`config.mk`:
```
export PLATFORM = sky130hd
export DESIGN_NAME = reg_ctx_sequencer_flat
export DESIGN_NICKNAME = d
export VERILOG_FILES = /design/src/rtl/reg_ctx_sequencer_if.sv /design/src/rtl/reg_ctx_sequencer.sv /design/src/flat_wrapper.sv
export SDC_FILE = /design/constraint.sdc
export NUM_CORES = 1
export LEC_CHECK = 0
export ABC_AREA = 1
export BUFFER_PORTS_ARGS = -buffer_cell sky130_fd_sc_hd__buf_2
export CAP_MARGIN = 20
export CORE_AREA = 2 2 104 147
export CTS_CLUSTER_DIAMETER = 200
export CTS_CLUSTER_SIZE = 20
export DETAILED_ROUTE_END_ITERATION = 7
export DIE_AREA = 0 0 106 149
export PLACE_DENSITY = 0.83
export SLEW_MARGIN = 10
export SYNTH_ARGS = -nofsm -noshare
export SYNTH_HDL_FRONTEND = slang
export SYNTH_SLANG_ARGS = --single-unit
```
`constraint.sdc`:
```
create_clock -name clk -period 7.45 [get_ports clk]
set_input_delay 1.49 -clock clk [delete_from_list [all_inputs] [get_ports clk]]
set_output_delay 1.49 -clock clk [all_outputs]
set_load 0.03 [all_outputs]
```
`src/rtl/reg_ctx_sequencer_if.sv`:
```
// Memory-side request/acknowledge bus between the context sequencer (master)
// and the data memory (slave).
interface reg_ctx_sequencer_if;
    logic        mem_req;
    logic        mem_write;
    logic [31:0] mem_addr;
    logic [31:0] mem_wdata;
    logic [31:0] mem_rdata;
    logic        mem_ack;

    modport master (
        output mem_req,
        output mem_write,
        output mem_addr,
        output mem_wdata,
        input  mem_rdata,
        input  mem_ack
    );

    modport slave (
        input  mem_req,
        input  mem_write,
        input  mem_addr,
        input  mem_wdata,
        output mem_rdata,
        output mem_ack
    );
endinterface

```
`src/rtl/reg_ctx_sequencer.sv`:
```
// Context save/restore sequencer: streams a register range between the 64x32
// bank and data memory, owning the bank's third read port and its write port.
module reg_ctx_sequencer #(
    parameter int FIRST_REG   = 1,
    parameter int LAST_REG    = 50,
    parameter int ADDR_STRIDE = 4
) (
    input  logic                    clk,
    input  logic                    rst_n,
    input  logic                    start_i,
    input  logic                    op_i,
    input  logic [31:0]             base_addr_i,
    output logic                    busy_o,
    output logic                    done_o,
    output logic                    cpu_stall_o,
    input  logic                    cpu_reg_write_i,
    input  logic [5:0]              cpu_reg_1_i,
    input  logic [31:0]             cpu_write_data_i,
    output logic                    rb_reg_write_o,
    output logic [5:0]              rb_reg_1_o,
    output logic [31:0]             rb_write_data_o,
    output logic [5:0]              rb_reg_3_o,
    input  logic [31:0]             rb_data_3_i,
    reg_ctx_sequencer_if.master     mem
);

    localparam logic [2:0] IDLE     = 3'd0;
    localparam logic [2:0] SAVE_REQ = 3'd1;
    localparam logic [2:0] LOAD_REQ = 3'd2;
    localparam logic [2:0] LOAD_WR  = 3'd3;
    localparam logic [2:0] DONE     = 3'd4;

    localparam logic [5:0]  FIRST_IDX = 6'(FIRST_REG);
    localparam logic [5:0]  LAST_IDX  = 6'(LAST_REG);
    localparam logic [31:0] FIRST_OFS = 32'(FIRST_REG);
    localparam logic [31:0] STRIDE    = 32'(ADDR_STRIDE);

    logic [2:0]  state_q, state_d;
    logic [5:0]  idx_q, idx_d;
    logic [31:0] base_q, base_d;
    logic [31:0] rdata_q, rdata_d;

    logic        save_st;
    logic        load_st;
    logic        wr_st;
    logic        busy;
    logic [31:0] offset;

    always_comb begin
        state_d = state_q;
        idx_d   = idx_q;
        base_d  = base_q;
        rdata_d = rdata_q;
        case (state_q)
            IDLE: begin
                if (start_i) begin
                    base_d  = base_addr_i;
                    idx_d   = FIRST_IDX;
                    state_d = op_i ? LOAD_REQ : SAVE_REQ;
                end
            end
            SAVE_REQ: begin
                if (mem.mem_ack) begin
                    if (idx_q == LAST_IDX) begin
                        state_d = DONE;
                    end else begin
                        idx_d = idx_q + 6'd1;
                    end
                end
            end
            LOAD_REQ: begin
                if (mem.mem_ack) begin
                    rdata_d = mem.mem_rdata;
                    state_d = LOAD_WR;
                end
            end
            LOAD_WR: begin
                if (idx_q == LAST_IDX) begin
                    state_d = DONE;
                end else begin
                    idx_d   = idx_q + 6'd1;
                    state_d = LOAD_REQ;
                end
            end
            DONE: begin
                idx_d   = FIRST_IDX;
                state_d = IDLE;
            end
            default: begin
                idx_d   = FIRST_IDX;
                state_d = IDLE;
            end
        endcase
    end

    always_ff @(posedge clk or negedge rst_n) begin
        if (!rst_n) begin
            state_q <= IDLE;
            idx_q   <= FIRST_IDX;
            base_q  <= '0;
            rdata_q <= '0;
        end else begin
            state_q <= state_d;
            idx_q   <= idx_d;
            base_q  <= base_d;
            rdata_q <= rdata_d;
        end
    end

    assign save_st = (state_q == SAVE_REQ);
    assign load_st = (state_q == LOAD_REQ);
    assign wr_st   = (state_q == LOAD_WR);
    assign busy    = save_st | load_st | wr_st;

    // Outputs decode straight from state so an async reset drops them at once.
    assign offset = (32'(idx_q) - FIRST_OFS) * STRIDE;

    assign mem.mem_req   = save_st | load_st;
    assign mem.mem_write = save_st;
    assign mem.mem_addr  = (save_st | load_st) ? (base_q + offset) : '0;
    assign mem.mem_wdata = save_st ? rb_data_3_i : '0;

    assign busy_o      = busy;
    assign cpu_stall_o = busy;
    assign done_o      = (state_q == DONE);
    assign rb_reg_3_o  = busy ? idx_q : 6'd0;

    // Index 0 is the hardwired-zero register and must never see a write strobe.
    assign rb_reg_write_o  = busy ? (wr_st && (idx_q != 6'd0)) : cpu_reg_write_i;
    assign rb_reg_1_o      = busy ? idx_q : cpu_reg_1_i;
    assign rb_write_data_o = busy ? rdata_q : cpu_write_data_i;

endmodule

```
`src/flat_wrapper.sv`:
```
// flat-port wrapper written by rule: the top's interface ports become plain ports
module reg_ctx_sequencer_flat 
#(
    parameter int FIRST_REG   = 1,
    parameter int LAST_REG    = 50,
    parameter int ADDR_STRIDE = 4
)
  (clk, rst_n, start_i, op_i, base_addr_i, busy_o, done_o, cpu_stall_o, cpu_reg_write_i, cpu_reg_1_i, cpu_write_data_i, rb_reg_write_o, rb_reg_1_o, rb_write_data_o, rb_reg_3_o, rb_data_3_i, mem_mem_req, mem_mem_write, mem_mem_addr, mem_mem_wdata, mem_mem_rdata, mem_mem_ack);
  reg_ctx_sequencer_if mem_i ();
  input  logic clk;
  input  logic rst_n;
  input  logic start_i;
  input  logic op_i;
  input  logic [31:0] base_addr_i;
  output logic busy_o;
  output logic done_o;
  output logic cpu_stall_o;
  input  logic cpu_reg_write_i;
  input  logic [5:0] cpu_reg_1_i;
  input  logic [31:0] cpu_write_data_i;
  output logic rb_reg_write_o;
  output logic [5:0] rb_reg_1_o;
  output logic [31:0] rb_write_data_o;
  output logic [5:0] rb_reg_3_o;
  input  logic [31:0] rb_data_3_i;
  output wire logic [$bits(mem_i.mem_req)-1:0] mem_mem_req;
  output wire logic [$bits(mem_i.mem_write)-1:0] mem_mem_write;
  output wire logic [$bits(mem_i.mem_addr)-1:0] mem_mem_addr;
  output wire logic [$bits(mem_i.mem_wdata)-1:0] mem_mem_wdata;
  input wire logic [$bits(mem_i.mem_rdata)-1:0] mem_mem_rdata;
  input wire logic [$bits(mem_i.mem_ack)-1:0] mem_mem_ack;
  assign mem_mem_req = mem_i.mem_req;
  assign mem_mem_write = mem_i.mem_write;
  assign mem_mem_addr = mem_i.mem_addr;
  assign mem_mem_wdata = mem_i.mem_wdata;
  assign mem_i.mem_rdata = mem_mem_rdata;
  assign mem_i.mem_ack = mem_mem_ack;
  reg_ctx_sequencer #(.FIRST_REG(FIRST_REG), .LAST_REG(LAST_REG), .ADDR_STRIDE(ADDR_STRIDE)) u_core (.clk(clk), .rst_n(rst_n), .start_i(start_i), .op_i(op_i), .base_addr_i(base_addr_i), .busy_o(busy_o), .done_o(done_o), .cpu_stall_o(cpu_stall_o), .cpu_reg_write_i(cpu_reg_write_i), .cpu_reg_1_i(cpu_reg_1_i), .cpu_write_data_i(cpu_write_data_i), .rb_reg_write_o(rb_reg_write_o), .rb_reg_1_o(rb_reg_1_o), .rb_write_data_o(rb_write_data_o), .rb_reg_3_o(rb_reg_3_o), .rb_data_3_i(rb_data_3_i), .mem(mem_i));
endmodule
```
== Word-level counts from Yosys, hierarchy flattened ==
Index checks and enable logic that the tools add are counted.

* Register bits: 73
* Bits of input ports: 140
* Word-level logic and storage cells: 43

* Add/sub/neg operators: 3
* Equality and inequality tests: 9
* Muxes and demuxes: 17
* Bitwise gates (word level): 3
* Reduce and logical (&&, ||, !) cells: 7

{| class="wikitable"
|+ Operator list
! kind !! count
|-
| 32-bit 2-to-1 mux || 3
|-
| 32-bit adder || 1
|-
| 6-bit 2-to-1 mux || 5
|-
| 6-bit one-hot mux with 4 select lines || 1
|-
| 3-bit 2-to-1 mux || 5
|-
| 3-bit one-hot mux with 4 select lines || 1
|-
| 2-bit != test, second input constant || 4
|-
| 6-bit by 1-bit subtractor with 7-bit output, second input constant || 1
|-
| 6-bit by 1-bit adder with 6-bit output, second input constant || 1
|-
| 3-bit by 2-bit equality test with 1-bit output, second input constant || 2
|-
| 6-bit equality test, second input constant || 1
|-
| 6-bit nonzero test || 1
|-
| 2-bit AND reduction || 2
|-
| 4-bit AND reduction || 1
|-
| 3-bit by 1-bit equality test with 1-bit output, second input constant || 1
|-
| 3-bit equality test, second input constant || 1
|-
| 3-bit zero test || 1
|-
| 3-bit AND reduction || 1
|-
| 2-bit 2-to-1 mux || 1
|-
| 1-bit OR || 2
|-
| 1-bit logical AND || 1
|-
| 1-bit 2-to-1 mux || 1
|-
| 1-bit inverter || 1
|}

== Logic depth before layout (Yosys ltp) ==
* Depth after elaboration: 4
* Mapped depth: 17
* Mapped depth without buffers: 17

== Worst setup path before layout ==
Ideal clock, no wire load.

* Path kind: reg-to-output
* Start point: reg u_core.idx_q[1]
* End point: out mem_mem_addr[28]
* Arrival: 3257 ps
* Data required time: 5960 ps
* Slack: 2703 ps
* Cell stages (with the launch flop): 14
* Buffers on the path: 0
* Path through: dfrtp_1 > inv_1 > ha_1 > inv_1 > nor2_1 > ha_1 > nand2_1 > inv_1 > a21oi_1 > nand3_1 > nand2_1 > nand3_1 > and2_1 > nor2_1

* Cells in the longest elaborated chain, start to end: 3

{| class="wikitable"
|+ RTL lines
! element !! line !! source
|-
| start: declaration || reg_ctx_sequencer.sv:39 || <nowiki>logic [5:0] idx_q, idx_d;</nowiki>
|-
| start signal: assignment || reg_ctx_sequencer.sv:104 || <nowiki>idx_q <= idx_d;</nowiki>
|-
| 6-bit by 1-bit subtractor with 7-bit output || reg_ctx_sequencer.sv:116 || <nowiki>assign offset = (32'(idx_q) - FIRST_OFS) * STRIDE;</nowiki>
|-
| 32-bit adder || reg_ctx_sequencer.sv:120 || <nowiki>assign mem.mem_addr = (save_st | load_st) ? (base_q + offset) : '0;</nowiki>
|-
| 32-bit 2-to-1 mux || reg_ctx_sequencer.sv:120 ||
|-
| end: declaration || flat_wrapper.sv:28 || <nowiki>output wire logic [$bits(mem_i.mem_addr)-1:0] mem_mem_addr;</nowiki>
|}

No other way between the ends.

== Final worst setup path ==
* Start point: reg u_core.idx_q[0]
* End point: out mem_mem_addr[16]

Same word-level chain as after synthesis.

==> summary by stage <==
Critical path
The maximum fanout along the worst path is 24. In this run the worst setup path begins at u_core.idx_q[0]. The endpoint identified for the worst register-to-register timing path is u_core.idx_q[2]. The category of the worst setup path launch point is a flop.

The worst setup path category is flop to primary output. The number of cells on the worst reg-to-reg path is 10. STA classifies the critical path endpoint as a primary output.

The reg2reg setup slack is approximately 5.4 ns. The signal arrival time at the worst endpoint is 3.72 ns. The data required time of the worst path is a little under 6 ns. The worst register-to-register path begins at u_core.idx_q[0].

Global routing
The number of antenna violations at the first check in global routing came to 0. The global router's overall resource usage is between 20% and 30%. Global routing finished with a remaining overflow of 0.

The first global-routing pass estimated 29440 µm of wire. The largest net degree at the start of global routing is between 60 and 70. The via count of the first global-routing pass was ~6400.

Logic synthesis
The Yosys step of the flow raised 0 warnings. In this run, synthesis inferred 0 flip-flops with an integrated enable. The proportion of synthesized flip-flops having asynchronous set or reset is 100.0%.

Synthesis produced a netlist with a net count of between 1000 and 1500. The leading register cell type out of synthesis is sky130_fd_sc_hd__dfrtp_1. Counting distinct cell types in the post-synthesis netlist gives 38. The post-synthesis sequential area ratio is between 20 and 30%. After synthesis the netlist holds a flip-flop and latch count of 73. The number of standard cells after synthesis is between 900 and 1000. The synthesized area is around 6300 µm². After synthesis, the mean cell area works out to between 6 and 7 µm².

Placement
Once detailed placement completed, the half-perimeter wirelength came to approximately 14000 µm. The count of port buffers added during placement is between 200 and 300. The final estimated routing congestion in global placement is 0.9420.

Drt
Summing over every cut layer, the via total after detailed routing is 6448. In the routed design, unresolved DRC markers number 0. The routed design has 18110 µm of wire.

The count of antenna-violating nets left after detailed routing is 0. In the final routed layout, each cell accounts on average for between 10 and 15 µm. The detailed-route vias per instance is 4.748. The number of detailed-route iterations in the first pass is 5. The number of DRC markers after the initial detailed-route iteration is 266.

Cells and area
Relative to the synthesized area, the layout overhead comes to 26.64%. The final antenna diode count is 0. The end-of-flow core utilization is a little over half. In the final design database the tool counted roughly 1300 nets.

The post-route netlist has 28.47% of its cells at a drive strength greater than 1.

Timing
The portion of the clock cycle consumed by the worst path in the final layout is a little over two thirds. The worst setup skew after layout is around 0.0096 ns. Setup repair after global routing left no endpoint under its margin.

The number of failing hold endpoints at the final stage is 0. The slew at the pin closest to its max-slew limit is about 0.92 ns. The minimum clock period is roughly 5.2 ns. The max-slew headroom at the worst pin is a little under 40%. The number of endpoints failing setup at the final stage is 0. The upper clock frequency limit is about 190 MHz. The max-slew violation count is 0. In the final timing run, aggregate negative setup slack is 0 ns.

Floorplan
The number of top-level pins is roughly 250. The area of the die is 15790 µm². The die is 149 µm tall. The die outline width is between 100 and 150 µm. For this configuration, the core starts out at a cell density of 42.84%. The floorplan row count is between 50 and 60.

After floorplanning, the core was sized to cover about 15000 µm².

Clock tree
In this run the post-CTS setup repair buffer count came out at 0. For the worst-skew pair, the clock arrives at the later sink with an insertion delay of around 0.35 ns. The register clock-pin slew on the reported worst setup and hold paths is around 0.06 ns. TritonCTS created 9 clock buffers.

The root buffer cell is sky130_fd_sc_hd__clkbuf_16. The number of sinks on the clock net is 73. TritonCTS built the clock tree. The number of buffers inserted by hold repair at cts is 0. The H-tree was split into 3 levels. The post-cts resize count is 0.

The number of buffers on the longest clock path is 2.

Run
The max-capacitance violation count is 0.

Min path
Along the worst hold path, the cell count comes to 1. The path with the worst hold slack has its endpoint at u_core.rdata_q[6]. The type of the tightest min-delay check is flop to flop. In this run the most critical hold path is launched from u_core.rdata_q[6].

Status
The flow ran to the end, and the final reports show no timing, DRC or antenna violations.
[critical path, cell delays in order (launching register included)]
cell and delay [ns]:
sky130_fd_sc_hd__dfstp_2 0.53, sky130_fd_sc_hd__clkinv_1 0.25, sky130_fd_sc_hd__ha_1 0.35, sky130_fd_sc_hd__inv_1 0.06, sky130_fd_sc_hd__nor2_1 0.04, sky130_fd_sc_hd__buf_4 0.22
sky130_fd_sc_hd__ha_1 0.41, sky130_fd_sc_hd__nand2_1 0.12, sky130_fd_sc_hd__nor2_1 0.22, sky130_fd_sc_hd__nand2_1 0.10, sky130_fd_sc_hd__o21ai_0 0.46, sky130_fd_sc_hd__nor2_1 0.08
sky130_fd_sc_hd__nor2_1 0.25, sky130_fd_sc_hd__buf_2 0.26
[cell usage in the layout, fill, tap and decap left out, types with 2 or more instances in the layout]
master                         n
sky130_fd_sc_hd__nand2_1     306
sky130_fd_sc_hd__buf_2       252
sky130_fd_sc_hd__inv_1       147
sky130_fd_sc_hd__nor2_1      125
sky130_fd_sc_hd__dfrtp_1      72
sky130_fd_sc_hd__a21oi_1      35
sky130_fd_sc_hd__nand3_1      34
sky130_fd_sc_hd__ha_1         34
sky130_fd_sc_hd__mux2_1       28
sky130_fd_sc_hd__mux2_4       24
sky130_fd_sc_hd__o21ai_0      13
sky130_fd_sc_hd__mux2_2        9
sky130_fd_sc_hd__clkbuf_16     9
sky130_fd_sc_hd__xnor2_1       8
sky130_fd_sc_hd__xor2_1        7
sky130_fd_sc_hd__nand2_2       7
sky130_fd_sc_hd__o21ai_1       7
sky130_fd_sc_hd__inv_2         6
sky130_fd_sc_hd__nand2_4       6
sky130_fd_sc_hd__nand4_1       5
sky130_fd_sc_hd__o21a_1        4
sky130_fd_sc_hd__o21bai_1      3
sky130_fd_sc_hd__inv_6         3
sky130_fd_sc_hd__buf_4         3
sky130_fd_sc_hd__nor2_2        2
sky130_fd_sc_hd__and2_1        2
sky130_fd_sc_hd__clkinvlp_4    2
[state kept, by name, indices dropped and copies added (netlist names)]
register / cells
u_core.base_q: 32
u_core.idx_q: 6
u_core.rdata_q: 32
u_core.state_q: 3
[kinds of logic after synthesis]
family / after synthesis / synth area share [%]
adder cells (fa/ha/maj): 35 / 7.095
XOR/XNOR: 15 / 2.093
buffers and inverters: 177 / 11.84
flip-flops: 73 / 29.12
AO/OA/AOI/OAI: 66 / 5.719
multiplexers: 61 / 12.38
AND/OR/NAND/NOR: 490 / 31.77
[worst max-delay path by stage]
stage | cells after the start | slack [ns] | end
floorplan | 13 | 2.70 | mem_mem_addr[28]
global placement | 13 | 2.65 | mem_mem_addr[16]
detailed placement | 13 | 2.61 | mem_mem_addr[16]
CTS | 13 | 2.23 | mem_mem_addr[16]
global route | 13 | 2.06 | mem_mem_addr[16]
finish | 13 | 2.24 | mem_mem_addr[16]
[metrics by stage]
stage                     area [µm²]  instances  setup slack [ns]  hold WS (ns)
after floorplan                 6279        917             2.703        0.4646
after global placement          7644       1342             2.650        0.4735
after detailed placement        7644       1342             2.612        0.4813
after CTS                       7951       1358             2.226        0.4968
after global routing            7951       1358             2.064        0.5184
final                           7951       1358             2.245        0.4897
[synthesized netlist by cell type (3+ instances only)]
cell type	count	area share [%]
sky130_fd_sc_hd__a21oi_1	35	2.8
sky130_fd_sc_hd__buf_2	7	0.56
sky130_fd_sc_hd__buf_4	7	0.84
sky130_fd_sc_hd__buf_6	4	0.72
sky130_fd_sc_hd__clkbuf_1	3	0.18
sky130_fd_sc_hd__dfrtp_1	72	29
sky130_fd_sc_hd__ha_1	34	6.8
sky130_fd_sc_hd__inv_1	147	8.8
sky130_fd_sc_hd__inv_2	6	0.36
sky130_fd_sc_hd__mux2_1	28	5.0
sky130_fd_sc_hd__mux2_2	9	1.6
sky130_fd_sc_hd__mux2_4	24	5.7
sky130_fd_sc_hd__nand2_1	306	18
sky130_fd_sc_hd__nand2_2	7	0.70
sky130_fd_sc_hd__nand2_4	6	1.1
sky130_fd_sc_hd__nand3_1	34	2.7
sky130_fd_sc_hd__nand4_1	5	0.50
sky130_fd_sc_hd__nor2_1	125	7.5
sky130_fd_sc_hd__o21a_1	4	0.48
sky130_fd_sc_hd__o21ai_0	13	1.0
sky130_fd_sc_hd__o21ai_1	7	0.56
sky130_fd_sc_hd__o21bai_1	3	0.36
sky130_fd_sc_hd__xnor2_1	8	1.1
sky130_fd_sc_hd__xor2_1	7	0.98
[metal layers]
| metal | wire [µm] | up-vias | GRT usage, % |
|---|---|---|---|
| met5 | 0 | - | 0 |
| met4 | 382 | 0 | 6.908 |
| met3 | 1059 | 30 | 5.505 |
| met2 | 9647 | 191 | 44.71 |
| met1 | 7021 | 2926 | 25.30 |
| li1 | - | 3301 | - |
[layout make-up]
type                    count  area, µm²
repair buffers            255       1284
multi-input cells         667       3707
flip-flops and latches     73       1828
inverters                 155      584.3
clock inverters             7      82.58
clock buffers               9      225.2
fillers                  1441       6704
well taps                 192      240.2
Power is not shown: default switching activity piles up to over one toggle a cycle in this logic, so the estimate is an artifact.
